--- config.mk ---
export PLATFORM = sky130hd
export DESIGN_NAME = seq_1011_tx_flat
export DESIGN_NICKNAME = d
export VERILOG_FILES = /design/src/rtl/seq_1011_tx_pkg.sv /design/src/rtl/seq_1011_tx_if.sv /design/src/rtl/seq_1011_tx_piso_shift.sv /design/src/rtl/seq_1011_tx.sv /design/src/flat_wrapper.sv
export SDC_FILE = /design/constraint.sdc
export NUM_CORES = 1
export LEC_CHECK = 0
export BUFFER_PORTS_ARGS = -buffer_cell sky130_fd_sc_hd__buf_4
export CAP_MARGIN = 15
export CELL_PAD_IN_SITES_DETAIL_PLACEMENT = 0
export CELL_PAD_IN_SITES_GLOBAL_PLACEMENT = 1
export CORE_MARGIN = 2
export CORE_UTILIZATION = 35
export DETAILED_ROUTE_END_ITERATION = 8
export PLACE_DENSITY = 0.63
export SETUP_SLACK_MARGIN = 0.2
export SLEW_MARGIN = 25
export SYNTH_ARGS = -nofsm -noshare
export SYNTH_HDL_FRONTEND = slang
export SYNTH_SLANG_ARGS = --single-unit
--- constraint.sdc ---
create_clock -name clk -period 4 [get_ports clk]
set_input_delay 0.6 -clock clk [delete_from_list [all_inputs] [get_ports clk]]
set_output_delay 0.6 -clock clk [all_outputs]
set_load 0.05 [all_outputs]
--- src/rtl/seq_1011_tx_pkg.sv ---
// Shared state encoding and default sync-word constants for the 1011-sync serial transmitter.
package seq_tx_pkg;

  typedef enum logic [1:0] {
    IDLE = 2'b00,
    SYNC = 2'b01,
    DATA = 2'b10,
    PAR  = 2'b11
  } state_t;

  localparam int         DEF_SYNC_W    = 4;
  localparam logic [3:0] DEF_SYNC_WORD = 4'b1011;

endpackage

--- src/rtl/seq_1011_tx_if.sv ---
// Frame request / serial output bundle between a frame source and the 1011-sync transmitter.
interface seq_1011_tx_if #(
  parameter int DATA_W = 8
);
  logic              start;
  logic [DATA_W-1:0] data_in;
  logic              ready;
  logic              q;
  logic              q_valid;
  logic              done;

  modport master (output start, data_in, input ready, q, q_valid, done);
  modport slave  (input start, data_in, output ready, q, q_valid, done);
endinterface

--- src/rtl/seq_1011_tx_piso_shift.sv ---
// Parallel-load, MSB-first shift register; load has priority over shift.
module piso_shift #(
  parameter int W = 8
) (
  input  logic         clk,
  input  logic         rst,
  input  logic         load,
  input  logic         shift,
  input  logic [W-1:0] din,
  output logic         msb
);
  logic [W-1:0] sr;

  always_ff @(posedge clk) begin
    if (rst)        sr <= '0;
    else if (load)  sr <= din;
    else if (shift) sr <= sr << 1;
  end

  assign msb = sr[W-1];
endmodule

--- src/rtl/seq_1011_tx.sv ---
// Serial frame transmitter: sync word then payload MSB-first, with busy/ready handshake.
// Optional trailing even-parity bit when SEQ_TX_PARITY_EN is defined.
module seq_1011_tx
  import seq_tx_pkg::*;
#(
  parameter int              DATA_W    = 8,
  parameter int              SYNC_W    = DEF_SYNC_W,
  parameter logic [SYNC_W-1:0] SYNC_WORD = SYNC_W'(DEF_SYNC_WORD)
) (
  input  logic             clk,
  input  logic             rst,
  seq_1011_tx_if.slave     bus
);
`ifdef SEQ_TX_PARITY_EN
  localparam int PAR_BITS = 1;
`else
  localparam int PAR_BITS = 0;
`endif
  localparam int   FRAME_L      = SYNC_W + DATA_W + PAR_BITS;
  localparam int   CNT_W        = $clog2(FRAME_L + 1);
  localparam logic LAST_IS_DATA = (PAR_BITS == 0);
  localparam logic [CNT_W-1:0] LAST_SYNC = CNT_W'(SYNC_W - 1);
  localparam logic [CNT_W-1:0] LAST_DATA = CNT_W'(DATA_W - 1);

  state_t           state;
  logic [CNT_W-1:0] cnt;
  logic [CNT_W-1:0] cnt_inc;
  logic             q_reg, q_valid_reg, done_reg, ready_reg;
  logic             sr_msb, load_en, shift_en;
  logic             next_sync_bit;
`ifdef SEQ_TX_PARITY_EN
  logic             par;
`endif

  assign cnt_inc  = cnt + CNT_W'(1);
  assign load_en  = (state == IDLE) && bus.start;
  // a payload bit leaves the shifter on the same edge it is registered into q
  assign shift_en = ((state == SYNC) && (cnt == LAST_SYNC)) ||
                    ((state == DATA) && (cnt != LAST_DATA));

  always_comb begin
    next_sync_bit = 1'b0;
    for (int i = 0; i < SYNC_W; i++)
      if (i == SYNC_W - 2 - int'(cnt)) next_sync_bit = SYNC_WORD[i];
  end

  piso_shift #(.W(DATA_W)) u_piso (
    .clk   (clk),
    .rst   (rst),
    .load  (load_en),
    .shift (shift_en),
    .din   (bus.data_in),
    .msb   (sr_msb)
  );

  // cnt is the index of the bit currently on q within the current state
  always_ff @(posedge clk) begin
    if (rst) begin
      state       <= IDLE;
      cnt         <= '0;
      q_reg       <= 1'b0;
      q_valid_reg <= 1'b0;
      done_reg    <= 1'b0;
      ready_reg   <= 1'b1;
`ifdef SEQ_TX_PARITY_EN
      par         <= 1'b0;
`endif
    end else begin
      case (state)
        IDLE: begin
          if (bus.start) begin
            state       <= SYNC;
            cnt         <= '0;
            q_reg       <= SYNC_WORD[SYNC_W-1];
            q_valid_reg <= 1'b1;
            ready_reg   <= 1'b0;
            done_reg    <= 1'b0;
`ifdef SEQ_TX_PARITY_EN
            par         <= 1'b0;
`endif
          end
        end
        SYNC: begin
          if (cnt == LAST_SYNC) begin
            state    <= DATA;
            cnt      <= '0;
            q_reg    <= sr_msb;
            done_reg <= LAST_IS_DATA && (DATA_W == 1);
`ifdef SEQ_TX_PARITY_EN
            par      <= par ^ sr_msb;
`endif
          end else begin
            cnt   <= cnt_inc;
            q_reg <= next_sync_bit;
          end
        end
        DATA: begin
          if (cnt == LAST_DATA) begin
            cnt <= '0;
`ifdef SEQ_TX_PARITY_EN
            state    <= PAR;
            q_reg    <= par;
            done_reg <= 1'b1;
`else
            state       <= IDLE;
            q_reg       <= 1'b0;
            q_valid_reg <= 1'b0;
            done_reg    <= 1'b0;
            ready_reg   <= 1'b1;
`endif
          end else begin
            cnt      <= cnt_inc;
            q_reg    <= sr_msb;
            done_reg <= LAST_IS_DATA && (cnt_inc == LAST_DATA);
`ifdef SEQ_TX_PARITY_EN
            par      <= par ^ sr_msb;
`endif
          end
        end
        PAR: begin
          state       <= IDLE;
          cnt         <= '0;
          q_reg       <= 1'b0;
          q_valid_reg <= 1'b0;
          done_reg    <= 1'b0;
          ready_reg   <= 1'b1;
        end
        default: begin
          state       <= IDLE;
          cnt         <= '0;
          q_reg       <= 1'b0;
          q_valid_reg <= 1'b0;
          done_reg    <= 1'b0;
          ready_reg   <= 1'b1;
        end
      endcase
    end
  end

  assign bus.q       = q_reg;
  assign bus.q_valid = q_valid_reg;
  assign bus.done    = done_reg;
  assign bus.ready   = ready_reg;
endmodule
--- src/flat_wrapper.sv ---
// flat-port wrapper written by rule: the top's interface ports become plain ports
module seq_1011_tx_flat import seq_tx_pkg::*;
#(
  parameter int              DATA_W    = 8,
  parameter int              SYNC_W    = DEF_SYNC_W,
  parameter logic [SYNC_W-1:0] SYNC_WORD = SYNC_W'(DEF_SYNC_WORD)
)
  (clk, rst, bus_start, bus_data_in, bus_ready, bus_q, bus_q_valid, bus_done);
  seq_1011_tx_if #(.DATA_W(DATA_W)) bus_i ();
  input  logic clk;
  input  logic rst;
  input wire logic [$bits(bus_i.start)-1:0] bus_start;
  input wire logic [$bits(bus_i.data_in)-1:0] bus_data_in;
  output wire logic [$bits(bus_i.ready)-1:0] bus_ready;
  output wire logic [$bits(bus_i.q)-1:0] bus_q;
  output wire logic [$bits(bus_i.q_valid)-1:0] bus_q_valid;
  output wire logic [$bits(bus_i.done)-1:0] bus_done;
  assign bus_i.start = bus_start;
  assign bus_i.data_in = bus_data_in;
  assign bus_ready = bus_i.ready;
  assign bus_q = bus_i.q;
  assign bus_q_valid = bus_i.q_valid;
  assign bus_done = bus_i.done;
  seq_1011_tx #(.DATA_W(DATA_W), .SYNC_W(SYNC_W), .SYNC_WORD(SYNC_WORD)) u_core (.clk(clk), .rst(rst), .bus(bus_i));
endmodule
==> qor.csv, run 1 <==
metric,value,unit
synth unique cells,31,
Layout Skew,0.01625,ns
post-synthesis register bit count,18,
overall power,687.5,uW
Via density,5.169,
CTS sink count,18,
Hold Crit Class,register to register,
CP max stage delay,0.48,ns
Largest Register,u_core.u_piso.sr,
Slew HR,48.74,%
I/O Pins,15,
sequential share of the synthesized area,34.53,%
first-pass GRT wire length,3732,um
share of post-route cells with drive strength above 1,15.50,%
num rows,19,
final setup margin,2.087,ns
ANT nets after route,0,
failing checks,DRC,
Tot GR Track Use,14.10,%
port bufs,14,
Post-CTS Setup Inserts,0,
Clock Latency Late Sink,0.30,ns
cts bufs inserted,3,
routed len/inst,12.95,um
Synth Net Count,139,
# hold bufs at CTS,0,
via count of the first global-routing pass,864,
pin count of the biggest net entering global routing,21,
crit share post-route,47.83,%
post-synthesis adder-cell area fraction,11.99,%
Reg2Reg Setup Slack,2.09,ns
Slew @ Worst Pin,0.7674,ns
core area,0.002805,mm2
CP required,4.19,ns
multiplexer share of the synthesized area,9.592,%
PostCTS Resize Cnt,0,
Layout area overhead,13.55,%
critical path type,register to register,
xor/xnor share of the synthesized area,0.8393,%
RePlAce Congestion,0.7587,
pre-CTS WS,2.120,ns
Psw,293.3,uW
Hold Crit Start,u_core.u_piso.sr[0],
ys flop type,dfxtp_1,
Crit-path slowest cell,a211oi_1,
max_cap viols,0,
yosys warns,0,
setup violators final,0,
CTS tree,built,
"top cells by area, synth","dfxtp_1, ha_1, mux2i_1",
die width,58.60,um
Clock power frac,13.3,%
drt pass-1 iters,6,
Worst R2R End,u_core.bus.q_valid,
utilization after layout,42.24,%
vias,827,
RSZ-0062 raised after global routing,no,
Reg2Reg Depth,5,
pwr dens,580.2,mW/mm2
post-DP HPWL,1511,um
Cells after DPL,157,
complex-gate fraction of the synthesized area,18.35,%
Peak VDD IR,235.3,uV
Syn Std Cell Area,0.001044,mm2
top-area cell type share of the netlist area,34.53,%
H-tree levels,1,
Internal,394.2,uW
Hold Crit Depth,2,
largest family of logic cells by synthesized area,simple AND/OR/NAND/NOR gates,
ANT cells,0,
Mapped Cells,118,
"Reg clk slew, reported paths",0.11,ns
First DRT Iteration DRCs,30,
Static Leakage,0.5043,nW
Net Sw Frac,42.67,%
# fillers,288,
"area leader, netlist",dfxtp_1,
fmax,522.7,MHz
power share of the combinational group,48.9,%
fin cells,160,
Hold Path Sink,u_core.u_piso.sr[0],
initial antenna violation count,0,
Die Y-Extent,58.60,um
status,"finished, violations left",
DRC violations left,1,
Reg power frac,37.7,%
CP arrival,2.10,ns
setup_tns,0,ns
Root Buffer,clkbuf_4,
Fin. Hold Viols,0,
Final min period,1.913,ns
die area,0.003434,mm2
Post-Syn Area per Cell,8.843,um2
max FFs per register,8,
Post-Synth Simple-Gate Area,20.50,%
Worst Setup End Kind,register,
largest registers,"u_core.u_piso.sr: 8 flops, u_core.cnt: 4 flops, u_core.state: 2 flops",
Slew Limit Fails,0,
worst-path cell chain,ha_1 > nand3b_1 > a211oi_1 > nor2b_1 > o21ba_1,
initial core utilization,37.20,%
clock buffer depth,2,
Post-synth EDFFs,0,
gr ovfl total,0,
CP max FO,7,
r2r startpoint,u_core.cnt[0],
crit start category,register,
Nets,152,
Routed WL,2072,um
share of synthesized registers carrying an async set or reset,0,%
==> routing by layer <==
metal / vias to the layer above / GRT usage [%] / routed length (um)
li1: 435 / - / -
met1: 375 / 17.69 / 1003
met2: 15 / 24.24 / 977
met3: 2 / 3.956 / 76
met4: 0 / 2.922 / 15
met5: - / 0 / 0
==> cell usage after synthesis (2+ instances only) <==
cell type	count
a211oi_1	9
a21oi_1	7
clkbuf_1	4
dfxtp_1	18
ha_1	10
inv_1	5
mux2i_1	10
nand2_1	7
nand2b_1	4
nand3_1	3
nand3b_1	3
nor2_1	15
nor2b_1	3
o21ai_0	2
o21bai_1	2
==> how the worst max path moves through the flow <==
stage | startpoint | end
finish | u_core.cnt[0] | u_core.bus.q_valid
global route | u_core.cnt[1] | u_core.bus.q_valid
CTS | u_core.cnt[0] | u_core.bus.q_valid
detailed placement | bus_start | u_core.bus.ready
global placement | u_core.cnt[0] | u_core.bus.q_valid
floorplan | u_core.cnt[0] | u_core.bus.q_valid
==> power by group through the flow <==
stage	logic, mW	registers (mW)	clock network (mW)
finish	0.336	0.259	0.0917
global route	0.373	0.266	0.103
CTS	0.338	0.260	0.0960
detailed placement	0.336	0.264	0
global placement	0.333	0.263	0
floorplan	0.215	0.305	0
==> layout by cell type (no fill, tap or decap), drive strengths merged, types with 2 or more instances in the layout <==
cell type,instances
o21ai,4
o21bai,2
clkbuf,3
ha,10
buf,14
nand3b,3
dfxtp,18
inv,5
nand3,3
a21oi,7
a211oi,9
nand2,7
nor2,15
nor2b,3
mux2i,10
nand2b,4
==> area by class of cell <==
type	instances	area [um2]	share of cell area [%]
Multi-Input combinational cell	89	639.4	53.96
Sequential cell	18	360.3	30.41
Timing Repair Buffer	14	105.1	8.870
Tap cell	31	38.79	3.273
Clock buffer	3	22.52	1.901
Inverter	5	18.77	1.584
==> kinds of logic (layout without fill, tap and decap cells) <==
| logic type | after synthesis | after routing |
|---|---|---|
| flip-flops | 18 | 18 |
| XOR/XNOR | 1 | 1 |
| adder cells (fa/ha/maj) | 10 | 10 |
| multiplexers | 10 | 10 |
| AND/OR/NAND/NOR | 41 | 41 |
| AO/OA/AOI/OAI | 27 | 27 |
| buffers and inverters | 11 | 22 |
==> critical path, delay by kind of cell (launching register included) <==
kind                     cells  cell delay, ns
AO/OA/AOI/OAI                2            0.66
flip-flops                   1            0.46
adder cells (fa/ha/maj)      1            0.36
AND/OR/NAND/NOR              2            0.33
==> per-stage QoR <==
step | instance area [um2] | hold slack, ns
6_report | 1185 | 0.4728
5_1_grt | 1185 | 0.5018
4_1_cts | 1185 | 0.4778
3_5_place_dp | 1162 | 0.4630
3_3_place_gp | 1162 | 0.4632
2_1_floorplan | 1044 | 0.4472
Power figures use the tool's default switching activity.
==> inputs of run 2 (changes only) <==
- ABC_AREA: default -> 1
- PLACE_DENSITY: 0.63 -> 0.65
- clock period: 4 -> 1.8 ns (I/O delays scaled with it)
==> run 2 against run 1 <==
  * The run now ends clean
  * Combinational power rose to 2.9 times the previous value
  * Critical path depth up 1
  * Hold slack worse by 0.25 ns
  * Register-to-register slack worse by 1.7 ns
  * Routed wire length up 16%
  * Sequential share of layout area down 2.4 points
  * Via count up 22%
  * Count of clock-buffer cells in the layout up 1
  * Global-route usage up 1.1 points
  * Design area up 9.3%
  * Fmax up 33%
  * Final cell count up 29%
  * Critical endpoint is now u_core.u_piso.sr[3]
==> qor.csv, run 2 <==
metric,value,unit
post-synthesis register bit count,18,
"Reg clk slew, reported paths",0.11,ns
RePlAce Congestion,0.7737,
Layout Skew,0.001681,ns
Clock Latency Late Sink,0.29,ns
First DRT Iteration DRCs,49,
FF/Latch Area,362.8,um2
Post-Syn Area per Cell,7.018,um2
Worst Setup End Kind,register,
ANT cells,0,
multi-input combinational cell area,654.4,um2
pwr dens,1388,mW/mm2
I/O Pins,15,
Hold Crit Class,input port to register,
Slew @ Worst Pin,0.2946,ns
max FFs per register,8,
first-pass GRT wire length,4140,um
status,completed,
critical path type,register to register,
initial core utilization,36.46,%
Final min period,1.434,ns
final setup margin,0.3655,ns
CTS tree,built,
largest registers,"u_core.u_piso.sr: 8 flops, u_core.cnt: 4 flops, u_core.state: 2 flops",
Post-Synth Simple-Gate Area,37.60,%
"top cells by area, synth","dfxtp_1, nand2_1, ha_1",
xor/xnor share of the synthesized area,0,%
synth unique cells,21,
Setup crit start,u_core.state[1],
cts bufs inserted,3,
CP required,2.03,ns
die width,59.93,um
worst setup path endpoint,u_core.u_piso.sr[3],
share of post-route cells with drive strength above 1,20.23,%
Root Buffer,clkbuf_4,
Commonest cells post-synth,"nand2_1, dfxtp_1, inv_1",
Routed WL,2409,um
Reg2Reg Depth,6,
most frequent cell after synthesis,nand2_1,
CP arrival,1.66,ns
drt pass-1 iters,4,
H-tree levels,1,
CTS sink count,18,
Nets,195,
top-area cell type share of the netlist area,32.91,%
r2r startpoint,u_core.state[1],
Tot GR Track Use,15.21,%
multiplexer share of the synthesized area,0,%
setup violators final,0,
Static Leakage,0.6082,nW
Post-CTS Setup Inserts,0,
DRC violations left,0,
Syn Std Cell Area,0.001095,mm2
Fin. Hold Viols,0,
pin count of the biggest net entering global routing,17,
share of synthesized registers carrying an async set or reset,0,%
utilization after layout,43.13,%
# fillers,330,
Peak VDD IR,472.6,uV
Reg2Reg Setup Slack,0.37,ns
initial antenna violation count,0,
pre-CTS WS,0.2557,ns
ys flop type,dfxtp_1,
Die Y-Extent,59.93,um
vias,1009,
setup_tns,0,ns
Slew Limit Fails,0,
crit start category,register,
Mapped Cells,156,
Post-synth EDFFs,0,
Largest Register,u_core.u_piso.sr,
yosys warns,0,
num rows,20,
most frequent cells in the layout,"nand2_1, inv_1, a21oi_1, dfxtp_1, buf_4",
"commonest non-fill, non-tap cell in the layout",nand2_1,
post-synthesis adder-cell area fraction,11.43,%
Layout area overhead,18.29,%
fmax,697.1,MHz
Worst R2R End,u_core.u_piso.sr[3],
CP max FO,10,
post-DP HPWL,1835,um
gr ovfl total,0,
port bufs,14,
Hold Crit Depth,2,
routed len/inst,11.69,um
Via density,4.898,
Slew HR,80.33,%
max_cap viols,0,
via count of the first global-routing pass,891,
largest family of logic cells by synthesized area,simple AND/OR/NAND/NOR gates,
core area,0.003003,mm2
clock buffer depth,2,
"area leader, netlist",dfxtp_1,
crit share post-route,79.69,%
RSZ-0062 raised after global routing,yes,
complex-gate fraction of the synthesized area,10.06,%
Synth Net Count,177,
ANT nets after route,0,
# hold bufs at CTS,0,
die area,0.003592,mm2
sequential share of the synthesized area,32.91,%
run 2: cell count changes after synthesis, sizes merged, moves of 9 or more:
| cell | delta |
|---|---|
| a211oi | -9 |
| a21oi | +9 |
| inv | +13 |
| mux2i | -10 |
| nand2 | +46 |
| nand3 | +10 |
| nand4 | +10 |
run 2: metrics by stage:
step	power (mW)	instance area, um2	cells	hold WS, ns
global route	1.977	1295	206	0.2086
floorplan	1.290	1095	156	0.3391
global placement	1.541	1249	202	0.4326
CTS	1.801	1285	206	0.2212
finish	1.797	1295	206	0.2189
detailed placement	1.546	1249	202	0.4355
run 2: cell families after synthesis:
group,Yosys count
buffers and inverters,21
DFF,18
AOI/OAI and AO/OA,21
adders and majority gates,10
and+or+nand+nor,86
run 2: how the worst min path moves through the flow:
stage                            start                   to  slack, ns
floorplan                          rst        u_core.cnt[2]       0.34
global placement    u_core.bus.q_valid   u_core.bus.q_valid       0.43
detailed placement  u_core.bus.q_valid   u_core.bus.q_valid       0.44
CTS                                rst  u_core.u_piso.sr[7]       0.22
global route                       rst        u_core.cnt[1]       0.21
finish                             rst        u_core.cnt[1]       0.22
run 2: per-layer routing:
layer	global-route usage, %	share of wire, %	wire length, um
met5	0	0	0
met4	4.762	0.71	17
met1	20.81	49	1174
met3	2.597	2.2	54
met2	24.22	48	1162
run 2: timing repair:
action / in CTS / in global routing
endpoints found under the hold margin: 0 / 0
resized for setup: 0 / 6
setup endpoints to repair: 0 / 16
run 2: where the power goes:
group	switching (mW)	internal [mW]	leakage, nW
sequential	0.0683	0.508	0.148
clock	0.129	0.123	0.0210
combinational	0.632	0.337	0.439
total	0.830	0.968	0.608
run 2: critical path, stage by stage (launching register included):
cell and delay [ns]:
dfxtp_1 0.34, inv_1 0.12, ha_1 0.33, nand3_4 0.20, nand3_2 0.19, nand2_1 0.07, a21oi_1 0.12
run 2: area by class of cell:
cell class,instances,area share [%]
clock buffer,4,2.802
inverter,18,5.217
multi-input combinational,117,50.53
sequential,18,28.02
tap,33,3.188
timing repair buffer,16,10.24
==> inputs of run 3 (changes only) <==
- clock period: 1.8 -> 1.36 ns (I/O delays scaled with it)
==> run 3 against run 2 <==
  * Power is 72% higher
  * Final cell count is 7.3% higher
  * Combinational power is 100% higher
  * Sequential share of layout area is 4.8 points lower
  * Routed wire length is 25% higher
  * Sequential power is 43% higher
  * Clock skew is 0.0098 ns higher
  * Die area stayed put
==> qor.csv, run 3 (synthesized netlist as in run 2, its figures left out) <==
metric,value,unit
status,completed,
Largest Register,u_core.u_piso.sr,
Cells after DPL,207,
Hold Crit Class,input port to register,
I/O Pins,15,
CP max FO,2,
multi-input combinational cell area,784.5,um2
First DRT Iteration DRCs,34,
# hold bufs at CTS,0,
Peak VDD IR,1207,uV
Worst Setup End Kind,register,
ANT cells,0,
clock buffer depth,2,
Slew HR,83.55,%
pwr dens,1908,mW/mm2
ANT nets after route,0,
FF/Latch Area,376.6,um2
Clock Latency Late Sink,0.30,ns
fin cells,221,
RSZ-0062 raised after global routing,yes,
initial antenna violation count,0,
Root Buffer,clkbuf_4,
via count of the first global-routing pass,992,
initial core utilization,36.46,%
most frequent cells in the layout,"nand2_1, buf_4, dfxtp_1",
fin area,0.001624,mm2
Slew Limit Fails,0,
Nets,210,
largest registers,"u_core.u_piso.sr: 8 flops, u_core.cnt: 4 flops, u_core.state: 2 flops",
Tot GR Track Use,17.45,%
fmax,789.8,MHz
Static Leakage,0.7174,nW
Final min period,1.266,ns
DRC violations left,0,
post-DP HPWL,2007,um
critical path type,register to register,
drt pass-1 iters,6,
Fin. Hold Viols,0,
vias,1141,
Slew @ Worst Pin,0.2465,ns
Layout Skew,0.01153,ns
overall power,3.099,mW
Die Y-Extent,59.93,um
CP required,1.60,ns
CP arrival,1.51,ns
first-pass GRT wire length,4678,um
die width,59.93,um
Layout area overhead,48.34,%
max_cap viols,0,
num rows,20,
Routed WL,3014,um
Reg2Reg Setup Slack,0.09,ns
crit start category,register,
die area,0.003592,mm2
gr ovfl total,0,
max FFs per register,8,
DP Area,0.001341,mm2
CTS tree,built,
"Reg clk slew, reported paths",0.11,ns
share of post-route cells with drive strength above 1,37.77,%
RePlAce Congestion,0.7858,
CTS sink count,18,
utilization after layout,54.08,%
"commonest non-fill, non-tap cell in the layout",nand2_1,
port bufs,14,
routed len/inst,13.64,um
cts bufs inserted,3,
H-tree levels,1,
core area,0.003003,mm2
# fillers,291,
Via density,5.163,
pin count of the biggest net entering global routing,15,
crit share post-route,93.10,%
setup violators final,0,
## run 3: report_power, final
group | internal (mW) | switching (mW)
clock | 0.163 | 0.174
combinational | 0.825 | 1.12
sequential | 0.690 | 0.131
total | 1.68 | 1.42
## run 3: final timing paths
check / start / end / depth (start not counted)
min: rst / u_core.cnt[1] / 2
max reg2reg: u_core.state[1] / u_core.bus.q_valid / 6
min reg2reg: u_core.bus.q_valid / u_core.bus.q_valid / 2
max: u_core.state[1] / u_core.bus.q_valid / 6
## run 3: per-layer routing
layer  up-vias  routed length (um)  track usage (%)
li1        581                   -                -
met1       534                1527            24.70
met2        24                1354            26.71
met3         2                 114            3.463
met4         0                  17            5.079
met5         -                   0                0
## run 3: what timing repair did
item                                    4_1_cts  5_1_grt
pin swaps                                    12        7
gates cloned                                  1        1
gates resized for setup                      27       13
setup buffers                                 6        2
endpoints found under the setup margin       18       18
## run 3: through the flow
| step | worst slack [ns] | hold WS (ns) | setup TNS, ns |
|---|---|---|---|
| after CTS | 0.1223 | 0.1548 | 0 |
| final | 0.09380 | 0.1599 | 0 |
| after detailed placement | -0.01476 | 0.4410 | -0.02933 |
| after global placement | -0.01407 | 0.4352 | -0.04633 |
| after floorplan | 0.1839 | 0.2731 | 0 |
| after global routing | 0.02669 | 0.1541 | 0 |
## run 3: layout make-up
type,count,area share (%)
clock buffers,4,2.234
multi-input cells,118,48.30
repair buffers,30,18.64
well taps,33,2.542
flip-flops and latches,18,23.19
inverters,18,5.085
## run 3: worst max-delay path: stages, from the launching register on
cell and delay, ns:
dfxtp_4 0.39, buf_12 0.13, ha_1 0.17, or2_4 0.25, nand4_1 0.11, nand2_1 0.07
a21oi_2 0.10
